File: src/rtl/score_display_sequencer.sv
// Scoreboard sequencer: keeps both team scores, shares one external binary-to-BCD
// converter between them, and scans the four latched digits onto a common display bus.
module score_display_sequencer #(
  parameter int MAX_SCORE = 99,
  parameter int CONV_LAT  = 1,
  parameter int SCAN_DIV  = 1000
) (
  input  logic       clk_i,
  input  logic       rst_i,
  input  logic       inc_a_i,
  input  logic       inc_b_i,
  input  logic       clr_i,
  output logic [7:0] conv_bin_o,
  input  logic [3:0] conv_tens_i,
  input  logic [3:0] conv_ones_i,
  output logic [7:0] score_a_o,
  output logic [7:0] score_b_o,
  output logic [3:0] digit_o,
  output logic [3:0] digit_sel_o,
  output logic       busy_o
);

  typedef enum logic [2:0] {IDLE, WAIT_A, CAP_A, WAIT_B, CAP_B} state_t;

  localparam logic [7:0]  SCORE_MAX = 8'(MAX_SCORE);
  localparam logic [2:0]  WAIT_LAST = 3'(CONV_LAT - 1);
  localparam logic [15:0] SCAN_LAST = 16'(SCAN_DIV - 1);

  state_t      state_q, state_d;
  logic [2:0]  wait_q, wait_d;
  logic [7:0]  conv_bin_q, conv_bin_d;
  logic [7:0]  bcd_a_q, bcd_a_d;
  logic [7:0]  bcd_b_q, bcd_b_d;
  logic [7:0]  score_a_q, score_b_q;
  logic        dirty_q;
  logic        leave_idle;
  logic [15:0] scan_q;
  logic [3:0]  sel_q;

  // Clear wins; increments saturate at MAX_SCORE instead of wrapping.
  always_ff @(posedge clk_i) begin
    if (rst_i || clr_i) begin
      score_a_q <= '0;
      score_b_q <= '0;
    end else begin
      if (inc_a_i && (score_a_q < SCORE_MAX)) score_a_q <= score_a_q + 8'd1;
      if (inc_b_i && (score_b_q < SCORE_MAX)) score_b_q <= score_b_q + 8'd1;
    end
  end

  assign leave_idle = (state_q == IDLE) && dirty_q;

  // A pulse on the same edge the FSM leaves IDLE keeps dirty set, so it is never lost.
  always_ff @(posedge clk_i) begin
    if (rst_i)                            dirty_q <= 1'b1;
    else if (clr_i || inc_a_i || inc_b_i) dirty_q <= 1'b1;
    else if (leave_idle)                  dirty_q <= 1'b0;
  end

  always_ff @(posedge clk_i) begin
    if (rst_i) begin
      state_q    <= IDLE;
      wait_q     <= '0;
      conv_bin_q <= '0;
      bcd_a_q    <= '0;
      bcd_b_q    <= '0;
    end else begin
      state_q    <= state_d;
      wait_q     <= wait_d;
      conv_bin_q <= conv_bin_d;
      bcd_a_q    <= bcd_a_d;
      bcd_b_q    <= bcd_b_d;
    end
  end

  always_comb begin
    state_d    = state_q;
    wait_d     = wait_q;
    conv_bin_d = conv_bin_q;
    bcd_a_d    = bcd_a_q;
    bcd_b_d    = bcd_b_q;
    case (state_q)
      IDLE: begin
        if (dirty_q) begin
          conv_bin_d = score_a_q;
          wait_d     = '0;
          state_d    = WAIT_A;
        end
      end
      WAIT_A: begin
        if (wait_q == WAIT_LAST) state_d = CAP_A;
        else                     wait_d  = wait_q + 3'd1;
      end
      CAP_A: begin
        bcd_a_d    = {conv_tens_i, conv_ones_i};
        conv_bin_d = score_b_q;
        wait_d     = '0;
        state_d    = WAIT_B;
      end
      WAIT_B: begin
        if (wait_q == WAIT_LAST) state_d = CAP_B;
        else                     wait_d  = wait_q + 3'd1;
      end
      CAP_B: begin
        bcd_b_d = {conv_tens_i, conv_ones_i};
        state_d = IDLE;
      end
      default: state_d = IDLE;
    endcase
  end

  // Display scan runs freely; the select rotates right each time the divider wraps.
  always_ff @(posedge clk_i) begin
    if (rst_i) begin
      scan_q <= '0;
      sel_q  <= 4'b1000;
    end else if (scan_q == SCAN_LAST) begin
      scan_q <= '0;
      sel_q  <= {sel_q[0], sel_q[3:1]};
    end else begin
      scan_q <= scan_q + 16'd1;
    end
  end

  always_comb begin
    case (sel_q)
      4'b1000: digit_o = bcd_a_q[7:4];
      4'b0100: digit_o = bcd_a_q[3:0];
      4'b0010: digit_o = bcd_b_q[7:4];
      4'b0001: digit_o = bcd_b_q[3:0];
      default: digit_o = 4'd0;
    endcase
  end

  assign conv_bin_o  = conv_bin_q;
  assign score_a_o   = score_a_q;
  assign score_b_o   = score_b_q;
  assign digit_sel_o = sel_q;
  assign busy_o      = (state_q != IDLE);

endmodule

File: config.mk
export PLATFORM = sky130hd
export DESIGN_NAME = score_display_sequencer
export DESIGN_NICKNAME = d
export VERILOG_FILES = /design/src/rtl/score_display_sequencer.sv
export SDC_FILE = /design/constraint.sdc
export NUM_CORES = 1
export LEC_CHECK = 0
export CAP_MARGIN = 20
export CORE_MARGIN = 2
export CORE_UTILIZATION = 57
export DETAILED_ROUTE_END_ITERATION = 8
export PLACE_DENSITY = 0.89
export REMOVE_ABC_BUFFERS = 1
export SLEW_MARGIN = 20
export SYNTH_ARGS = -nofsm -noshare
export SYNTH_HDL_FRONTEND = slang
export SYNTH_SLANG_ARGS = --single-unit
File: constraint.sdc
create_clock -name clk_i -period 6 [get_ports clk_i]
set_clock_uncertainty 0.05 [all_clocks]
set_input_delay 1.2 -clock clk_i [delete_from_list [all_inputs] [get_ports clk_i]]
set_output_delay 1.2 -clock clk_i [all_outputs]
set_load 0.01 [all_outputs]
Word-level counts from Yosys, hierarchy flattened
Index checks and enable logic that the tools add are counted.
{"block": "word_totals", "register_bits": 67, "in_bits": 13, "output_inout_bits": 33, "elab_cells": 56}
{"block": "op_classes", "add_sub_neg": 4, "n_lt_le_gt_ge": 2, "eq_ne": 13, "mux": 10, "n_reduce_logical": 17}
{"cell": "$add 16x1->16 const B", "n": 1}
{"cell": "$add 8x1->8 const B", "n": 2}
{"cell": "$eq 16x10->1 const B", "n": 1}
{"cell": "$lt 8x7->1 const B", "n": 2}
{"cell": "$pmux 4 s4", "n": 1}
{"cell": "$pmux 8 s2", "n": 1}
{"cell": "$mux 3", "n": 5}
{"cell": "$pmux 3 s4", "n": 1}
{"cell": "$pmux 3 s3", "n": 1}
{"cell": "$mux 8", "n": 1}
{"cell": "$ne 2x2->1 const B", "n": 4}
{"cell": "$eq 3x2->1 const B", "n": 2}
{"cell": "$logic_not 3->1", "n": 2}
{"cell": "$reduce_and 3->1", "n": 2}
{"cell": "$reduce_bool 3->1", "n": 2}
{"cell": "$reduce_or 2->1", "n": 3}
{"cell": "$eq 4x1->1 const B", "n": 1}
{"cell": "$eq 4x2->1 const B", "n": 1}
{"cell": "$eq 4x3->1 const B", "n": 1}
{"cell": "$eq 4x4->1 const B", "n": 1}
{"cell": "$add 3x1->3 const B", "n": 1}
{"cell": "$eq 3x1->1 const B", "n": 1}
{"cell": "$eq 3x3->1 const B", "n": 1}
{"cell": "$logic_and 1x1->1", "n": 3}
{"cell": "other kinds (3)", "n": 5}

Depth between registers and ports, before layout
Gate-level depths: netlist (run 1).
{"block": "depth", "word_depth": 4, "ltp_mapped": 7, "mapped_depth_nobuf": 6}

Worst setup path before layout (run 1)
Ideal clock, no wire load.
{"block": "synth_timing", "path_kind": "register to output", "startpoint": "register sel_q[1], in the netlist digit_sel_o[1]", "endpoint": "output port digit_o[0]", "arrival_time_ns": 1.158, "required_time_ns": 4.750, "setup_slack_ns": 3.592, "path_stages_with_launch": 4, "n_path_buf": 0, "cell_sequence": "dfxtp_1 -> nor3b_1 -> a2bb2oi_1 -> o22ai_1"}
{"block": "synth_between", "elab_chain_len": 2, "word_cells_on_any_way": 5, "cone_classes": "eq/ne: 4; mux: 1"}
{"item": "start, declared", "line_no": "38", "source": "logic [3:0] sel_q;"}
{"item": "start signal, assigned", "line_no": "119", "source": "sel_q <= {sel_q[0], sel_q[3:1]};"}
{"item": "$eq 4x1->1 (tied with other cells)", "line_no": "126", "source": "case (sel_q)"}
{"item": "$pmux 4 s4 *", "line_no": "126"}
{"item": "end, declared", "line_no": "18", "source": "output logic [3:0] digit_o,"}
Every way passes the cells marked *; elsewhere a longest branch is shown, timed or not.

Worst setup path in the final report (run 1)
{"block": "layout_timing", "startpoint": "register sel_q[3], in the netlist digit_sel_o[3]", "endpoint": "output port digit_o[3]"}
The elaborated chain is that of the path after synthesis.

==> run_summary.xml, run 1 <==
<?xml version="1.0" encoding="UTF-8"?>
<metrics>
  <group name="logic_synthesis">
    <metric name="synth_cell_types" unit="">38</metric>
    <metric name="synthCells" unit="">320</metric>
    <metric name="ys_seq_elements" unit="">67</metric>
    <metric name="syn-mean-instance-area" unit="µm²">8.93</metric>
    <metric name="synth_warnings" unit="">0</metric>
    <metric name="total_standard_cell_area_after_synthesis" unit="µm²">2860</metric>
    <metric name="synth_sequential_area_ratio" unit="%">47.0</metric>
  </group>
  <group name="power">
    <metric name="vdd_ir_drop_max" unit="mV">0.190</metric>
    <metric name="power.density_cell_area" unit="nW/µm²">269</metric>
    <metric name="design_power_total" unit="W">0.000960</metric>
    <metric name="static-leakage-power" unit="nW">1.26</metric>
  </group>
  <group name="timing">
    <metric name="final.setup.tns" unit="ps">0</metric>
    <metric name="final_max_slew_viol_count" unit="">0</metric>
    <metric name="post-route-min-period" unit="ps">3370</metric>
    <metric name="period_share" unit="%">56.1</metric>
    <metric name="grt_setup_unrepaired" unit="">false</metric>
    <metric name="max_slew_margin" unit="%">26.5</metric>
    <metric name="setup-violations-final" unit="">0</metric>
    <metric name="max_slew.worst_pin.slew" unit="ps">1090</metric>
    <metric name="report.final.hold_viol_count" unit="">0</metric>
    <metric name="fmax" unit="GHz">0.297</metric>
  </group>
  <group name="global_routing">
    <metric name="grt_util_all_layers" unit="%">26.2</metric>
    <metric name="overflow" unit="">0</metric>
    <metric name="first_global_vias" unit="">2378</metric>
    <metric name="maximum_number_of_pins_on_one_net_before_global_route_repair" unit="">40</metric>
    <metric name="initial_antenna_violation_count" unit="">0</metric>
    <metric name="grt_pass1_wl" unit="mm">11.0</metric>
  </group>
  <group name="clock_network">
    <metric name="tritoncts" unit="">yes</metric>
    <metric name="ctsRootBufferMaster" unit="">sky130_fd_sc_hd__clkbuf_8</metric>
    <metric name="holdBufCountCts" unit="">0</metric>
    <metric name="post_cts.repair.setup_buffers" unit="">0</metric>
    <metric name="cts.sinks" unit="">67</metric>
    <metric name="clk_pin_slew_worst_paths" unit="ps">80</metric>
    <metric name="cts.repair.resized" unit="">0</metric>
    <metric name="clkLatencyLatePin" unit="ps">340</metric>
    <metric name="maximum_level_of_the_cts_h_tree" unit="">3</metric>
    <metric name="numCtsBuffers" unit="">9</metric>
    <metric name="cts_buffer_depth" unit="">2</metric>
  </group>
  <group name="route">
    <metric name="post-route-drc-count" unit="">0</metric>
    <metric name="initialDrtViolationCount" unit="">181</metric>
    <metric name="first_pass_iters" unit="">4</metric>
    <metric name="drt.antenna.violating_nets" unit="">0</metric>
    <metric name="drt_wl_total" unit="mm">6.98</metric>
    <metric name="vias_per_cell" unit="">5.67</metric>
    <metric name="num_vias" unit="">2478</metric>
    <metric name="routed_len_inst" unit="µm">16.0</metric>
  </group>
  <group name="final_layout">
    <metric name="filler_cell_count" unit="">358</metric>
    <metric name="finish.net_count" unit="">383</metric>
    <metric name="antennaDiodeCount" unit="">0</metric>
    <metric name="syn_to_final_growth" unit="%">24.7</metric>
    <metric name="postLayoutCellArea" unit="µm²">3560</metric>
    <metric name="post_route_cells_drive_above_1_share" unit="%">5.95</metric>
  </group>
  <group name="worst_setup_path">
    <metric name="worst_path_slowest_cell" unit="">sky130_fd_sc_hd__clkdlybuf4s50_1</metric>
    <metric name="critical_path.reg2reg.endpoint" unit="">conv_bin_o[4]</metric>
    <metric name="cp_endpoint_kind" unit="">primary output</metric>
    <metric name="critPathLaunch" unit="">digit_sel_o[3]</metric>
    <metric name="timing.critical_path.max_delay_family" unit="">buffers and inverters</metric>
    <metric name="critPathMaxStageDelay" unit="ps">560</metric>
    <metric name="crit_buf_inv" unit="">1</metric>
    <metric name="worst_r2r_startpoint" unit="">state_q[1]</metric>
    <metric name="worstPathMaxFanout" unit="">7</metric>
    <metric name="reg2reg_depth" unit="">4</metric>
    <metric name="regToRegSetupSlack" unit="ps">3710</metric>
    <metric name="crit_path_cell_count" unit="">5</metric>
    <metric name="critical_setup_path_class" unit="">flip-flop to primary output</metric>
    <metric name="worst-endpoint-required" unit="ps">4750</metric>
    <metric name="critical_path.cell_chain" unit="">nor2b_1 &gt; a22oi_1 &gt; a2bb2oi_1 &gt; o22ai_1 &gt; clkdlybuf4s50_1</metric>
    <metric name="crit_end" unit="">digit_o[3]</metric>
    <metric name="cp_data_arrival_time" unit="ps">2120</metric>
    <metric name="cp-start-kind" unit="">flip-flop</metric>
  </group>
  <group name="die">
    <metric name="core-area" unit="µm²">4790</metric>
    <metric name="die_x" unit="µm">74.8</metric>
    <metric name="effective_utilization_at_floorplan" unit="%">59.7</metric>
    <metric name="fp-row-count" unit="">25</metric>
    <metric name="i_o_pin_cnt" unit="">46</metric>
    <metric name="die-height" unit="µm">74.8</metric>
    <metric name="design.die.area" unit="µm²">5590</metric>
  </group>
  <group name="place">
    <metric name="port-buffer-count" unit="">45</metric>
    <metric name="dpl.hpwl" unit="mm">4.56</metric>
    <metric name="gpl.final_weighted_congestion" unit="">0.886</metric>
    <metric name="detailed_place.area" unit="µm²">3350</metric>
  </group>
  <group name="status">
    <metric name="status" unit="">finished clean</metric>
  </group>
  <group name="job">
    <metric name="cap_violations" unit="">0</metric>
  </group>
  <group name="worst_hold_path">
    <metric name="min_path_type" unit="">flip-flop to flip-flop</metric>
  </group>
</metrics>
[per-stage QoR]
| step | hold slack (ps) | cells | utilization, % | setup slack, ps |
|---|---|---|---|---|
| floorplan | 380 | 306 | - | 3590 |
| global placement | 391 | 421 | 69.9 | 3120 |
| global route | 432 | 437 | 74.4 | 2420 |
| CTS | 416 | 437 | 74.4 | 2660 |
| finish | 413 | 437 | 74.4 | 2630 |
| detailed placement | 407 | 421 | 69.9 | 3030 |
[cell type report]
| type | instances | area [µm²] | area share [%] |
|---|---|---|---|
| clock buffers | 9 | 124 | 3.48 |
| clock inverters | 7 | 92.6 | 2.60 |
| inverters | 7 | 26.3 | 0.738 |
| multi-input cells | 232 | 1420 | 39.9 |
| flip-flops and latches | 67 | 1340 | 37.7 |
| well taps | 67 | 83.8 | 2.35 |
| repair buffers | 48 | 473 | 13.3 |
[layer usage]
| metal | global-route usage [%] | share of wire, % | vias to the layer above | wire length [µm] |
|---|---|---|---|---|
| li1 | - | - | 1206 | - |
| met1 | 31.0 | 43 | 1157 | 2970 |
| met2 | 44.5 | 49 | 98 | 3450 |
| met3 | 7.10 | 6.1 | 17 | 423 |
| met4 | 11.9 | 1.9 | 0 | 134 |
| met5 | 0 | 0 | - | 0 |
[flip-flops by register name, indices dropped and copies added, names as in the netlist]
register	flops
scan_q	16
bcd_a_q	8
bcd_b_q	8
conv_bin_o	8
score_a_o	8
score_b_o	8
digit_sel_o	4
state_q	3
wait_q	3
dirty_q	1
[report_power, final]
part	internal [W]	leakage (nW)	switching, W
Clock	0.000233	0.113	0.000170
Sequential	0.000458	0.542	0.0000120
Combinational	0.0000397	0.604	0.0000479
Total	0.000730	1.26	0.000230
[worst min-delay path by stage]
| stage | cells after the start | startpoint | endpoint |
|---|---|---|---|
| floorplan | 1 | scan_q[0] | scan_q[0] |
| global placement | 2 | conv_bin_o[2] | conv_bin_o[2] |
| detailed placement | 2 | bcd_a_q[3] | bcd_a_q[3] |
| CTS | 2 | bcd_a_q[3] | bcd_a_q[3] |
| global route | 2 | bcd_a_q[3] | bcd_a_q[3] |
| finish | 2 | conv_bin_o[3] | conv_bin_o[3] |
[Yosys cell counts, drive strengths merged]
library cell	count	area (µm²)
inv	7	26.3
nor4	8	50.1
or4	3	22.5
a211o	1	8.76
nand2	37	139
o22ai	4	25.0
xor2	13	114
o21a	1	7.51
a2111o	1	11.3
nand4b	2	17.5
ha	5	62.6
nor2	45	169
xnor2	13	114
or2	1	6.26
and4b	1	10.0
clkbuf	9	33.8
o21ai	3	15.0
a2bb2oi	4	35.0
dfxtp	67	1340
and4	2	17.5
nor3	6	30.0
o221ai	8	70.1
buf	5	33.8
nor3b	2	15.0
nand3	10	50.1
nand3b	2	15.0
a21oi	19	95.1
and2	5	31.3
nand2b	3	26.3
and3	1	7.51
nand4	9	56.3
nor2b	4	25.0
or3	1	6.26
mux2i	13	130
a41oi	1	8.76
a22oi	4	30.0
[cell families (layout without fill, tap and decap cells)]
kind of cell               after synthesis  in the layout  synth area share (%)
and+or+nand+nor                        142            142                  24.3
DFF                                     67             67                  47.0
AOI/OAI and AO/OA                       46             46                  10.7
xor gates and xnor gates                26             26                  7.97
buffers and inverters                   21             71                  3.29
muxes                                   13             13                  4.56
adders and majority gates                5              5                  2.19
[worst register-to-register path, delay by kind of cell (launching register included)]
kind | cells | cell delay [ps]
and+or+nand+nor | 1 | 930
AOI/OAI and AO/OA | 2 | 580
DFF | 1 | 420
buffers and inverters | 1 | 230
[layout by cell type, fill, tap and decap left out, types with 3 or more instances in the layout]
cell type                         instances
sky130_fd_sc_hd__nand2_1                 37
sky130_fd_sc_hd__a22oi_1                  4
sky130_fd_sc_hd__nor4_1                   8
sky130_fd_sc_hd__clkbuf_8                 9
sky130_fd_sc_hd__buf_4                    3
sky130_fd_sc_hd__ha_1                     5
sky130_fd_sc_hd__xor2_1                  13
sky130_fd_sc_hd__and2_1                   5
sky130_fd_sc_hd__dfxtp_1                 67
sky130_fd_sc_hd__clkdlybuf4s50_1         45
sky130_fd_sc_hd__nor3_1                   6
sky130_fd_sc_hd__a2bb2oi_1                4
sky130_fd_sc_hd__o22ai_1                  4
sky130_fd_sc_hd__nor2_1                  45
sky130_fd_sc_hd__a21oi_1                 19
sky130_fd_sc_hd__xnor2_1                 13
sky130_fd_sc_hd__o221ai_1                 8
sky130_fd_sc_hd__inv_1                    7
sky130_fd_sc_hd__clkinv_2                 3
sky130_fd_sc_hd__nand4_1                  9
sky130_fd_sc_hd__or4_1                    3
sky130_fd_sc_hd__nand3_1                 10
sky130_fd_sc_hd__mux2i_1                 13
sky130_fd_sc_hd__nor2b_1                  4
(Power assumes the default switching activity.)
==> inputs of run 2 (changes only) <==
CORE_UTILIZATION = 48   (was 57)
PLACE_DENSITY = 0.81   (was 0.89)
clock period = 3.06 ns   (was 6 ns; I/O delays follow)
==> run 2 against run 1 <==
Compared with the run above: non-clock buffer count increased by 1; final cell count increased by 1.8%; core utilization is 14 points lower; largest power group unchanged; sequential power increased by 96%; register-to-register slack got worse by 2700 ps; worst setup slack worse by 2400 ps; final area is 1.1% lower.
==> run_summary.xml, run 2 (same netlist as run 1, synthesis figures left out) <==
<?xml version="1.0" encoding="UTF-8"?>
<metrics>
  <group name="worst_hold_path">
    <metric name="min_path_type" unit="">flip-flop to flip-flop</metric>
    <metric name="timing.hold.worst.start" unit="">conv_bin_o[2]</metric>
  </group>
  <group name="clock_network">
    <metric name="maximum_level_of_the_cts_h_tree" unit="">3</metric>
    <metric name="cts.repair.resized" unit="">0</metric>
    <metric name="cts.sinks" unit="">67</metric>
    <metric name="clkLatencyLatePin" unit="ps">340</metric>
    <metric name="clk_pin_slew_worst_paths" unit="ps">60</metric>
    <metric name="post_cts.repair.setup_buffers" unit="">0</metric>
    <metric name="numCtsBuffers" unit="">9</metric>
    <metric name="tritoncts" unit="">yes</metric>
    <metric name="ctsRootBufferMaster" unit="">sky130_fd_sc_hd__clkbuf_8</metric>
    <metric name="cts_buffer_depth" unit="">2</metric>
    <metric name="holdBufCountCts" unit="">0</metric>
  </group>
  <group name="route">
    <metric name="post-route-drc-count" unit="">0</metric>
    <metric name="vias_per_cell" unit="">5.40</metric>
    <metric name="initialDrtViolationCount" unit="">80</metric>
    <metric name="drt_wl_total" unit="mm">6.18</metric>
    <metric name="drt.antenna.violating_nets" unit="">0</metric>
    <metric name="num_vias" unit="">2403</metric>
    <metric name="first_pass_iters" unit="">5</metric>
    <metric name="routed_len_inst" unit="µm">13.9</metric>
  </group>
  <group name="power">
    <metric name="power.density_cell_area" unit="nW/µm²">481</metric>
    <metric name="power.share.sequential" unit="%">54.2</metric>
    <metric name="pwr-share-clk" unit="%">35.7</metric>
    <metric name="static-leakage-power" unit="nW">1.24</metric>
    <metric name="netSwitchingFraction" unit="%">24.2</metric>
    <metric name="vdd_ir_drop_max" unit="mV">0.279</metric>
    <metric name="power.net_switching" unit="W">0.000410</metric>
    <metric name="design_power_total" unit="W">0.00169</metric>
    <metric name="comb_power_share" unit="%">10.1</metric>
    <metric name="internal_power" unit="W">0.00129</metric>
  </group>
  <group name="worst_setup_path">
    <metric name="worst_r2r_startpoint" unit="">scan_q[0]</metric>
    <metric name="worst-endpoint-required" unit="ps">2400</metric>
    <metric name="worstPathMaxFanout" unit="">9</metric>
    <metric name="critical_path.cell_chain" unit="">nor3b_1 &gt; a2bb2oi_1 &gt; o22ai_1 &gt; clkdlybuf4s50_1</metric>
    <metric name="critPathLaunch" unit="">digit_sel_o[1]</metric>
    <metric name="worst_path_slowest_cell" unit="">sky130_fd_sc_hd__clkdlybuf4s50_1</metric>
    <metric name="cp_endpoint_kind" unit="">primary output</metric>
    <metric name="cp_data_arrival_time" unit="ps">2160</metric>
    <metric name="cp-start-kind" unit="">flip-flop</metric>
    <metric name="critPathMaxStageDelay" unit="ps">570</metric>
    <metric name="critical_setup_path_class" unit="">flip-flop to primary output</metric>
  </group>
  <group name="global_routing">
    <metric name="grt_pass1_wl" unit="mm">10.3</metric>
    <metric name="initial_antenna_violation_count" unit="">0</metric>
    <metric name="overflow" unit="">0</metric>
    <metric name="maximum_number_of_pins_on_one_net_before_global_route_repair" unit="">39</metric>
    <metric name="grt_util_all_layers" unit="%">20.6</metric>
    <metric name="first_global_vias" unit="">2249</metric>
  </group>
  <group name="timing">
    <metric name="post-route-min-period" unit="ps">2820</metric>
    <metric name="setup-violations-final" unit="">0</metric>
    <metric name="max_slew.worst_pin.slew" unit="ps">955</metric>
    <metric name="grt_setup_unrepaired" unit="">false</metric>
    <metric name="final_max_slew_viol_count" unit="">0</metric>
    <metric name="report.final.hold_viol_count" unit="">0</metric>
    <metric name="fmax" unit="GHz">0.354</metric>
    <metric name="final.setup.worst_slack" unit="ps">239</metric>
    <metric name="period_share" unit="%">92.2</metric>
    <metric name="max_slew_margin" unit="%">35.8</metric>
    <metric name="final.setup.tns" unit="ps">0</metric>
  </group>
  <group name="die">
    <metric name="design.die.area" unit="µm²">6580</metric>
    <metric name="fp-row-count" unit="">28</metric>
    <metric name="core-area" unit="µm²">5850</metric>
    <metric name="die-height" unit="µm">81.1</metric>
    <metric name="i_o_pin_cnt" unit="">46</metric>
    <metric name="effective_utilization_at_floorplan" unit="%">48.8</metric>
    <metric name="die_x" unit="µm">81.1</metric>
  </group>
  <group name="final_layout">
    <metric name="largest-register" unit="">scan_q</metric>
    <metric name="finish.net_count" unit="">384</metric>
    <metric name="filler_cell_count" unit="">504</metric>
    <metric name="post_route_cells_drive_above_1_share" unit="%">5.41</metric>
    <metric name="layout_commonest_cell" unit="">sky130_fd_sc_hd__dfxtp_1</metric>
    <metric name="syn_to_final_growth" unit="%">23.3</metric>
    <metric name="postLayoutCellArea" unit="µm²">3520</metric>
    <metric name="antennaDiodeCount" unit="">0</metric>
    <metric name="largest_register_ffs" unit="">16</metric>
    <metric name="most-common-layout-cells" unit="">sky130_fd_sc_hd__dfxtp_1, sky130_fd_sc_hd__nor2_1, sky130_fd_sc_hd__clkdlybuf4s50_1</metric>
  </group>
  <group name="place">
    <metric name="gpl.final_weighted_congestion" unit="">0.814</metric>
    <metric name="dpl.hpwl" unit="mm">4.38</metric>
    <metric name="port-buffer-count" unit="">45</metric>
    <metric name="detailed_place.area" unit="µm²">3360</metric>
    <metric name="post-place-ws" unit="ps">617</metric>
  </group>
  <group name="status">
    <metric name="status" unit="">finished clean</metric>
  </group>
  <group name="job">
    <metric name="cap_violations" unit="">0</metric>
  </group>
</metrics>
[run 2: cell count changes in the layout (fill, tap and decap cells not counted), sizes merged]
cell    delta
bufinv     -2
clkinv     -2
buf        +1
clkbuf     +3
[run 2: per-layer routing]
layer / routed length [µm] / vias to the layer above / global-route usage (%)
li1: - / 1214 / -
met1: 2940 / 1127 / 26.0
met2: 2900 / 53 / 32.8
met3: 220 / 9 / 4.78
met4: 117 / 0 / 10.8
met5: 0 / - / 0
[run 2: path summary, 6_finish.rpt]
path,end,slack (ps),cells after the start
setup / recovery,digit_o[1],240,4
hold / removal,conv_bin_o[2],400,2
setup reg to reg,digit_sel_o[3],980,4
hold reg to reg,conv_bin_o[2],400,2
[run 2: layout make-up]
class,instances,area (µm²),area share [%]
flip-flops and latches,67,1340,38.1
repair buffers,49,480,13.6
inverters,7,26.3,0.746
well taps,75,93.8,2.66
clock inverters,3,15.0,0.426
multi-input cells,232,1420,40.3
clock buffers,12,145,4.12
[run 2: critical path: cells and delay by family, from the launching register on]
family	cells	cell delay, ps
AOI/OAI and AO/OA	2	300
buffers and inverters	1	570
DFF	1	470
and+or+nand+nor	1	490
[run 2: power by group through the flow]
stage          clock (W)  sequential, W  combinational (W)
3_3_place_gp           0       0.000937           0.000165
5_1_grt         0.000663       0.000921           0.000187
6_report        0.000606       0.000919           0.000170
4_1_cts         0.000629       0.000918           0.000171
3_5_place_dp           0       0.000938           0.000170
2_1_floorplan          0       0.000937          0.0000832
[run 2: through the flow]
step | hold slack [ps] | std cells | util (%)
6_report | 404 | 445 | 60.2
4_1_cts | 403 | 445 | 60.2
2_1_floorplan | 380 | 306 | -
3_3_place_gp | 391 | 430 | 57.5
3_5_place_dp | 396 | 430 | 57.5
5_1_grt | 412 | 445 | 60.2
==> inputs of run 3 (changes only) <==
SKIP_CTS_REPAIR_TIMING = 1   (was default)
==> results of run 3 <==
Same layout as run 2: the final DEF is identical, and so are final timing and power.
